===== config.mk =====
export PLATFORM = sky130hd
export DESIGN_NAME = io_port_bank
export DESIGN_NICKNAME = d
export VERILOG_FILES = /design/src/rtl/io_port_pkg.sv /design/src/rtl/sync_fifo.sv /design/src/rtl/io_port_bank.sv
export SDC_FILE = /design/constraint.sdc
export NUM_CORES = 1
export LEC_CHECK = 0
export ABC_AREA = 1
export CAP_MARGIN = 20
export CORE_ASPECT_RATIO = 1.1
export CORE_MARGIN = 5
export CORE_UTILIZATION = 52
export CTS_BUF_LIST = sky130_fd_sc_hd__clkbuf_8
export DETAILED_ROUTE_END_ITERATION = 8
export PLACE_DENSITY_LB_ADDON = 0.08
export SETUP_SLACK_MARGIN = 0.5
export SLEW_MARGIN = 0
export SYNTH_ARGS = -nofsm -noshare
export SYNTH_HDL_FRONTEND = slang
export SYNTH_HIERARCHICAL = 1
export SYNTH_SLANG_ARGS = --single-unit

===== constraint.sdc =====
create_clock -name clock -period 2.2 [get_ports clock]
set_clock_uncertainty 0.1 [all_clocks]
set_input_delay 0.44 -clock clock [delete_from_list [all_inputs] [get_ports clock]]
set_output_delay 0.44 -clock clock [all_outputs]
set_load 0.01 [all_outputs]

===== src/rtl/io_port_pkg.sv =====
// Shared constants for the I/O port bank.
//   PORT_*  : port addresses decoded from port_id
//   ST_*    : bit positions inside the status word read from PORT_STATUS
package io_port_pkg;

    localparam logic [2:0] PORT_OUT0    = 3'd0;
    localparam logic [2:0] PORT_OUT1    = 3'd1;
    localparam logic [2:0] PORT_OUT2    = 3'd2;
    localparam logic [2:0] PORT_GPIO_IN = 3'd3;
    localparam logic [2:0] PORT_TX      = 3'd4;
    localparam logic [2:0] PORT_RX      = 3'd5;
    localparam logic [2:0] PORT_STATUS  = 3'd6;
    localparam logic [2:0] PORT_SCRATCH = 3'd7;

    localparam int unsigned ST_TX_FULL     = 0;
    localparam int unsigned ST_TX_EMPTY    = 1;
    localparam int unsigned ST_RX_NONEMPTY = 2;
    localparam int unsigned ST_OVERFLOW    = 3;

endpackage


===== src/rtl/sync_fifo.sv =====
// Synchronous FIFO, single clock.
// Ports:
//   clock, reset        : rising-edge clock, synchronous active-high reset
//   push, push_data     : write request and data (ignored when full)
//   pop                 : read request (ignored when empty)
//   head                : oldest entry, forced to 0 while empty
//   full, empty, count  : occupancy, all from pre-edge state
module sync_fifo #(
    parameter int unsigned WIDTH = 4,
    parameter int unsigned DEPTH = 4
) (
    input  logic                     clock,
    input  logic                     reset,
    input  logic                     push,
    input  logic [WIDTH-1:0]         push_data,
    input  logic                     pop,
    output logic [WIDTH-1:0]         head,
    output logic                     full,
    output logic                     empty,
    output logic [$clog2(DEPTH):0]   count
);

    localparam int unsigned AW = $clog2(DEPTH);
    localparam int unsigned CW = AW + 1;

    logic [WIDTH-1:0] mem [DEPTH];
    logic [AW-1:0]    wr_ptr_q, rd_ptr_q;
    logic [CW-1:0]    count_q;
    logic             do_push, do_pop;

    assign full    = (count_q == CW'(DEPTH));
    assign empty   = (count_q == '0);
    assign count   = count_q;
    assign do_push = push && !full;
    assign do_pop  = pop && !empty;
    // Masked so a drained FIFO presents 0 rather than stale storage.
    assign head    = empty ? '0 : mem[rd_ptr_q];

    always_ff @(posedge clock) begin
        if (reset) begin
            wr_ptr_q <= '0;
            rd_ptr_q <= '0;
            count_q  <= '0;
        end else begin
            // Pointers wrap naturally since DEPTH is a power of two.
            if (do_push) wr_ptr_q <= wr_ptr_q + AW'(1);
            if (do_pop)  rd_ptr_q <= rd_ptr_q + AW'(1);
            unique case ({do_push, do_pop})
                2'b10:   count_q <= count_q + CW'(1);
                2'b01:   count_q <= count_q - CW'(1);
                default: count_q <= count_q;
            endcase
        end
    end

    always_ff @(posedge clock) begin
        if (do_push) mem[wr_ptr_q] <= push_data;
    end

endmodule


===== src/rtl/io_port_bank.sv =====
// Memory-mapped I/O stage behind a command-controlled device.
// Ports:
//   clock, reset                 : system clock, synchronous active-high reset
//   port_id/port_write/port_read : address and one-cycle strobes from the device
//   wr_data / rd_data            : write data in, read data back (0 when not reading)
//   gpio_out                     : {port2, port1, port0} output latches
//   gpio_in                      : asynchronous input, two-flop synchronised
//   tx_data/tx_valid/tx_ready    : outbound stream from the TX FIFO
//   rx_data/rx_valid/rx_ready    : inbound stream into the RX FIFO
module io_port_bank
    import io_port_pkg::*;
#(
    parameter int unsigned FIFO_DEPTH = 4
) (
    input  logic        clock,
    input  logic        reset,
    input  logic [2:0]  port_id,
    input  logic        port_write,
    input  logic        port_read,
    input  logic [3:0]  wr_data,
    output logic [3:0]  rd_data,
    output logic [11:0] gpio_out,
    input  logic [3:0]  gpio_in,
    output logic [3:0]  tx_data,
    output logic        tx_valid,
    input  logic        tx_ready,
    input  logic [3:0]  rx_data,
    input  logic        rx_valid,
    output logic        rx_ready
);

    localparam int unsigned CW = $clog2(FIFO_DEPTH) + 1;

    logic [11:0]   gpio_q;
    logic [3:0]    scratch_q;
    logic [3:0]    sync1_q, sync2_q;
    logic          overflow_q;

    logic          tx_push, tx_pop, tx_full, tx_empty, tx_drop;
    logic [CW-1:0] tx_count;
    logic          rx_push, rx_pop, rx_full, rx_empty;
    logic [3:0]    rx_head;
    logic [CW-1:0] rx_count;
    logic          ovf_clear;
    logic [3:0]    status;

    assign tx_push   = port_write && (port_id == PORT_TX);
    // Fullness is the pre-edge value, so a concurrent tx pop never rescues the push.
    assign tx_drop   = tx_push && tx_full;
    assign tx_pop    = tx_valid && tx_ready;
    assign tx_valid  = !tx_empty;

    assign rx_ready  = !rx_full && !reset;
    assign rx_push   = rx_valid && rx_ready;
    assign rx_pop    = port_read && (port_id == PORT_RX);

    assign ovf_clear = port_write && (port_id == PORT_STATUS) && wr_data[3];
    assign gpio_out  = gpio_q;

    sync_fifo #(
        .WIDTH (4),
        .DEPTH (FIFO_DEPTH)
    ) u_tx_fifo (
        .clock     (clock),
        .reset     (reset),
        .push      (tx_push),
        .push_data (wr_data),
        .pop       (tx_pop),
        .head      (tx_data),
        .full      (tx_full),
        .empty     (tx_empty),
        .count     (tx_count)
    );

    sync_fifo #(
        .WIDTH (4),
        .DEPTH (FIFO_DEPTH)
    ) u_rx_fifo (
        .clock     (clock),
        .reset     (reset),
        .push      (rx_push),
        .push_data (rx_data),
        .pop       (rx_pop),
        .head      (rx_head),
        .full      (rx_full),
        .empty     (rx_empty),
        .count     (rx_count)
    );

    always_ff @(posedge clock) begin
        if (reset) begin
            gpio_q     <= '0;
            scratch_q  <= '0;
            sync1_q    <= '0;
            sync2_q    <= '0;
            overflow_q <= 1'b0;
        end else begin
            sync1_q <= gpio_in;
            sync2_q <= sync1_q;
            // A drop in the same cycle as a clear wins.
            if (tx_drop) begin
                overflow_q <= 1'b1;
            end else if (ovf_clear) begin
                overflow_q <= 1'b0;
            end
            if (port_write) begin
                case (port_id)
                    PORT_OUT0:    gpio_q[3:0]   <= wr_data;
                    PORT_OUT1:    gpio_q[7:4]   <= wr_data;
                    PORT_OUT2:    gpio_q[11:8]  <= wr_data;
                    PORT_SCRATCH: scratch_q     <= wr_data;
                    default:      ;
                endcase
            end
        end
    end

    always_comb begin
        status                 = '0;
        status[ST_TX_FULL]     = tx_full;
        status[ST_TX_EMPTY]    = (tx_count == '0);
        status[ST_RX_NONEMPTY] = (rx_count != '0);
        status[ST_OVERFLOW]    = overflow_q;
    end

    always_comb begin
        rd_data = '0;
        if (port_read) begin
            case (port_id)
                PORT_OUT0:    rd_data = gpio_q[3:0];
                PORT_OUT1:    rd_data = gpio_q[7:4];
                PORT_OUT2:    rd_data = gpio_q[11:8];
                PORT_GPIO_IN: rd_data = sync2_q;
                PORT_TX:      rd_data = '0;
                PORT_RX:      rd_data = rx_empty ? '0 : rx_head;
                PORT_STATUS:  rd_data = status;
                PORT_SCRATCH: rd_data = scratch_q;
                default:      rd_data = '0;
            endcase
        end
    end

endmodule


==> reports/qor.yml <==
final_layout:
  final_cell_mix: "nand2_1, nor2_1, inv_1, buf_4, dfxtp_1"
  syn2layout_area_growth_pct: 48.4
  final_common_cell: "nand2_1"
  final_cells: 630
  n_antenna_cell: 0
  drive_gt1_share_pct: 35.8
  design_area_um2: 5340
  nets: 576
yosys:
  syn_area_um2: 3600
  synthSimpleGateAreaFrac_pct: 26.2
  synthAdderAreaFrac_pct: 4.59
  syn_inst: 428
  syn_avg_cell_area_um2: 8.41
  yosys.area.top_type: "edfxtp_1"
  synth_edf_count: 32
  synthTopCellsByArea: "edfxtp_1, dfxtp_1, nor2_1"
  ys_async_sr_fraction_pct: 0
  synth_seq_cells: 75
  seq_area_frac_synth_pct: 50.6
  synth_top_area_share_pct: 26.7
  ys.flop_type: "dfxtp_1"
  synth_top_family_by_area: "simple AND/OR/NAND/NOR gates"
  postSynthNetCount: 461
  synthXorXnorAreaFrac_pct: 0
  yosysUniqueCellTypes: 31
  synthMuxAreaShare_pct: 0
  synth_compound_area_share_pct: 9.45
  synth-warning-count: 6
power_and_ir_drop:
  power_frac_comb_pct: 14.4
  switching_share_pct: 23.6
  power_switching_mw: 0.756
  seqPwrFrac_pct: 46.8
  p_leak_nw: 2.28
  power_mw: 3.20
  p_clk_share_pct: 38.8
  internal_power_mw: 2.44
  power_density_nw_per_um2: 599
  max-vdd-ir-drop_mv: 0.428
die:
  initial_core_util_pct: 54.0
  die_y_um: 97.3
  rows: 31
  num_io_pins: 43
  dieArea_um2: 8690
  core_area_um2: 6670
  die_w_um: 89.3
timing:
  drv_slew: 0
  setup_ws_ns: -0.273
  worstMarginPinSlew_ns: 0.431
  finalCritPeriodShare_pct: 112
  setup_viol: 4
  fmax_mhz: 404
  hold_viol_final: 0
  holdWs_ns: 0.304
  slew_headroom_pct: 71.2
  min_period_ns: 2.47
  grt_setup_unrepaired: "true"
min_path:
  hold_path.class: "reg -> reg"
routing:
  drc_errors: 0
  wl_mm: 9.16
  drt_iter0_drc: 235
  dr.pass1.iters: 4
  num_vias: 3235
  antenna_left: 0
  viasPerCell: 5.13
  wire_per_inst_um: 14.5
global_routing:
  grt_overflow: 0
  antenna_found_initial: 0
  first_global_vias: 3040
  track_usage_pct: 21.0
  grt_pass1_wl_mm: 13.9
  grt_max_degree: 34
critical_path:
  worstSetupEndpointType: "primary output"
  path_buf_inv: 2
  required_ns: 1.66
  crit_family: "simple AND/OR/NAND/NOR gates"
  cp.arrival_ns: 1.93
  crit_path_frequent_cell: "nor2_2"
  path_max_fanout: 5
  critPathLaunchType: "flip-flop"
  crit_chain: "buf_12, nor2_4, nor2_2, o21ai_1, a21oi_1, nand2_1, nor2_2, nor2_1, nand2_1, nor2_2, nor2_2, buf_2"
  max_stage_delay_ns: 0.39
  crit_type: "reg -> out"
  cp_slowest_cell: "dfxtp_4"
place:
  dpl.hpwl_mm: 5.61
  dp.cells: 580
  place_congestion: 0.956
  portBuffers: 42
  place_area_um2: 4470
clock_tree:
  root_buffer: "clkbuf_8"
  ctsHoldBuffers: 0
  clkSinkCount: 75
  clkTransAtPathRegs_ns: 0.07
  cts_tree: "done"
  cts_buffer_depth: 2
  h-tree-depth: 3
  clock_latency_ns: 0.35
  cts_made_buffers: 9
run:
  drv_cap: 0
run_status:
  status: "complete, but fails checks"
  violations: "setup timing"
sequential cells by signal, indices dropped and copies added, names as in the netlist, named ones only:
register and count:
u_tx_fifo/mem 16, u_rx_fifo/rd_ptr_q 2, gpio_out 12, u_rx_fifo/wr_ptr_q 2
u_tx_fifo/rd_ptr_q 2, u_rx_fifo/count 3, scratch_q 4, u_rx_fifo/mem 16
u_tx_fifo/count 3, sync2_q 4, sync1_q 4, overflow_q 1
u_tx_fifo/wr_ptr_q 2
cell families (layout without fill, tap and decap cells):
family / count (synthesis) / after routing
AO/OA/AOI/OAI: 64 / 64
adder cells (fa/ha/maj): 12 / 12
flip-flops: 75 / 75
buffers and inverters: 76 / 196
AND/OR/NAND/NOR: 201 / 201
cells in the mapped netlist (3+ instances only):
cell type	number
a21oi_1	32
a21oi_2	4
buf_6	3
dfxtp_1	43
edfxtp_1	32
ha_1	10
inv_1	57
inv_2	5
nand2_1	71
nand2_2	7
nand2_4	7
nand3_1	17
nand4_1	8
nor2_1	77
nor2_2	4
nor2_4	4
o21ai_0	24
routing by layer:
metal	track usage [%]	vias up	wire length (um)
met3	5.17	21	404
met1	23.3	1540	3490
li1	-	1593	-
met2	37.3	81	5020
met4	8.02	0	251
met5	0	-	0
power by group through the flow:
stage | registers (mW) | logic, mW | clock network [mW]
floorplan | 1.53 | 0.187 | 0
global placement | 1.53 | 0.341 | 0
detailed placement | 1.53 | 0.347 | 0
CTS | 1.50 | 0.413 | 1.25
finish | 1.50 | 0.462 | 1.24
global route | 1.50 | 0.499 | 1.31
worst paths after layout:
kind	from	endpoint	slack [ns]	cells past startpoint
setup / recovery	flip-flop	rd_data[2]	-0.27	12
hold / removal	sync1_q[0]$_SDFF_PP0_	sync2_q[0]$_SDFF_PP0_	0.30	2
setup reg to reg	u_tx_fifo/count[1]$_SDFFE_PP0P_	u_tx_fifo/count[2]$_SDFFE_PP0P_	0.08	17
hold reg to reg	sync1_q[0]$_SDFF_PP0_	sync2_q[0]$_SDFF_PP0_	0.30	2
metrics by stage:
step,util (%),setup TNS (ns),worst slack (ns)
CTS,76.6,-0.477,-0.148
detailed placement,67.0,-8.11,-0.572
floorplan,-,0,0.221
finish,80.1,-0.589,-0.273
global placement,67.0,-7.87,-0.586
global route,80.1,-1.29,-0.414
timing repair:
| item | CTS | global route |
|---|---|---|
| resized for setup | 154 | 34 |
| setup buffers | 17 | 13 |
| cloned | 4 | 0 |
| pin swaps | 49 | 21 |
| setup endpoints to repair | 62 | 45 |
cell type report:
type | count | area (um^2)
Timing Repair Buffer | 113 | 1170
Sequential cell | 75 | 1840
Fill cell | 447 | 1330
Multi-Input combinational cell | 277 | 1700
Tap cell | 82 | 103
Clock buffer | 9 | 124
Inverter | 67 | 297
Clock inverter | 7 | 106
tightest hold or removal path: cells and delay by family (launching register included):
family,cells,cell delay [ns]
DFF,1,0.30
and+or+nand+nor,1,0.03
buffers and inverters,1,0.04
(Power assumes the default switching activity.)
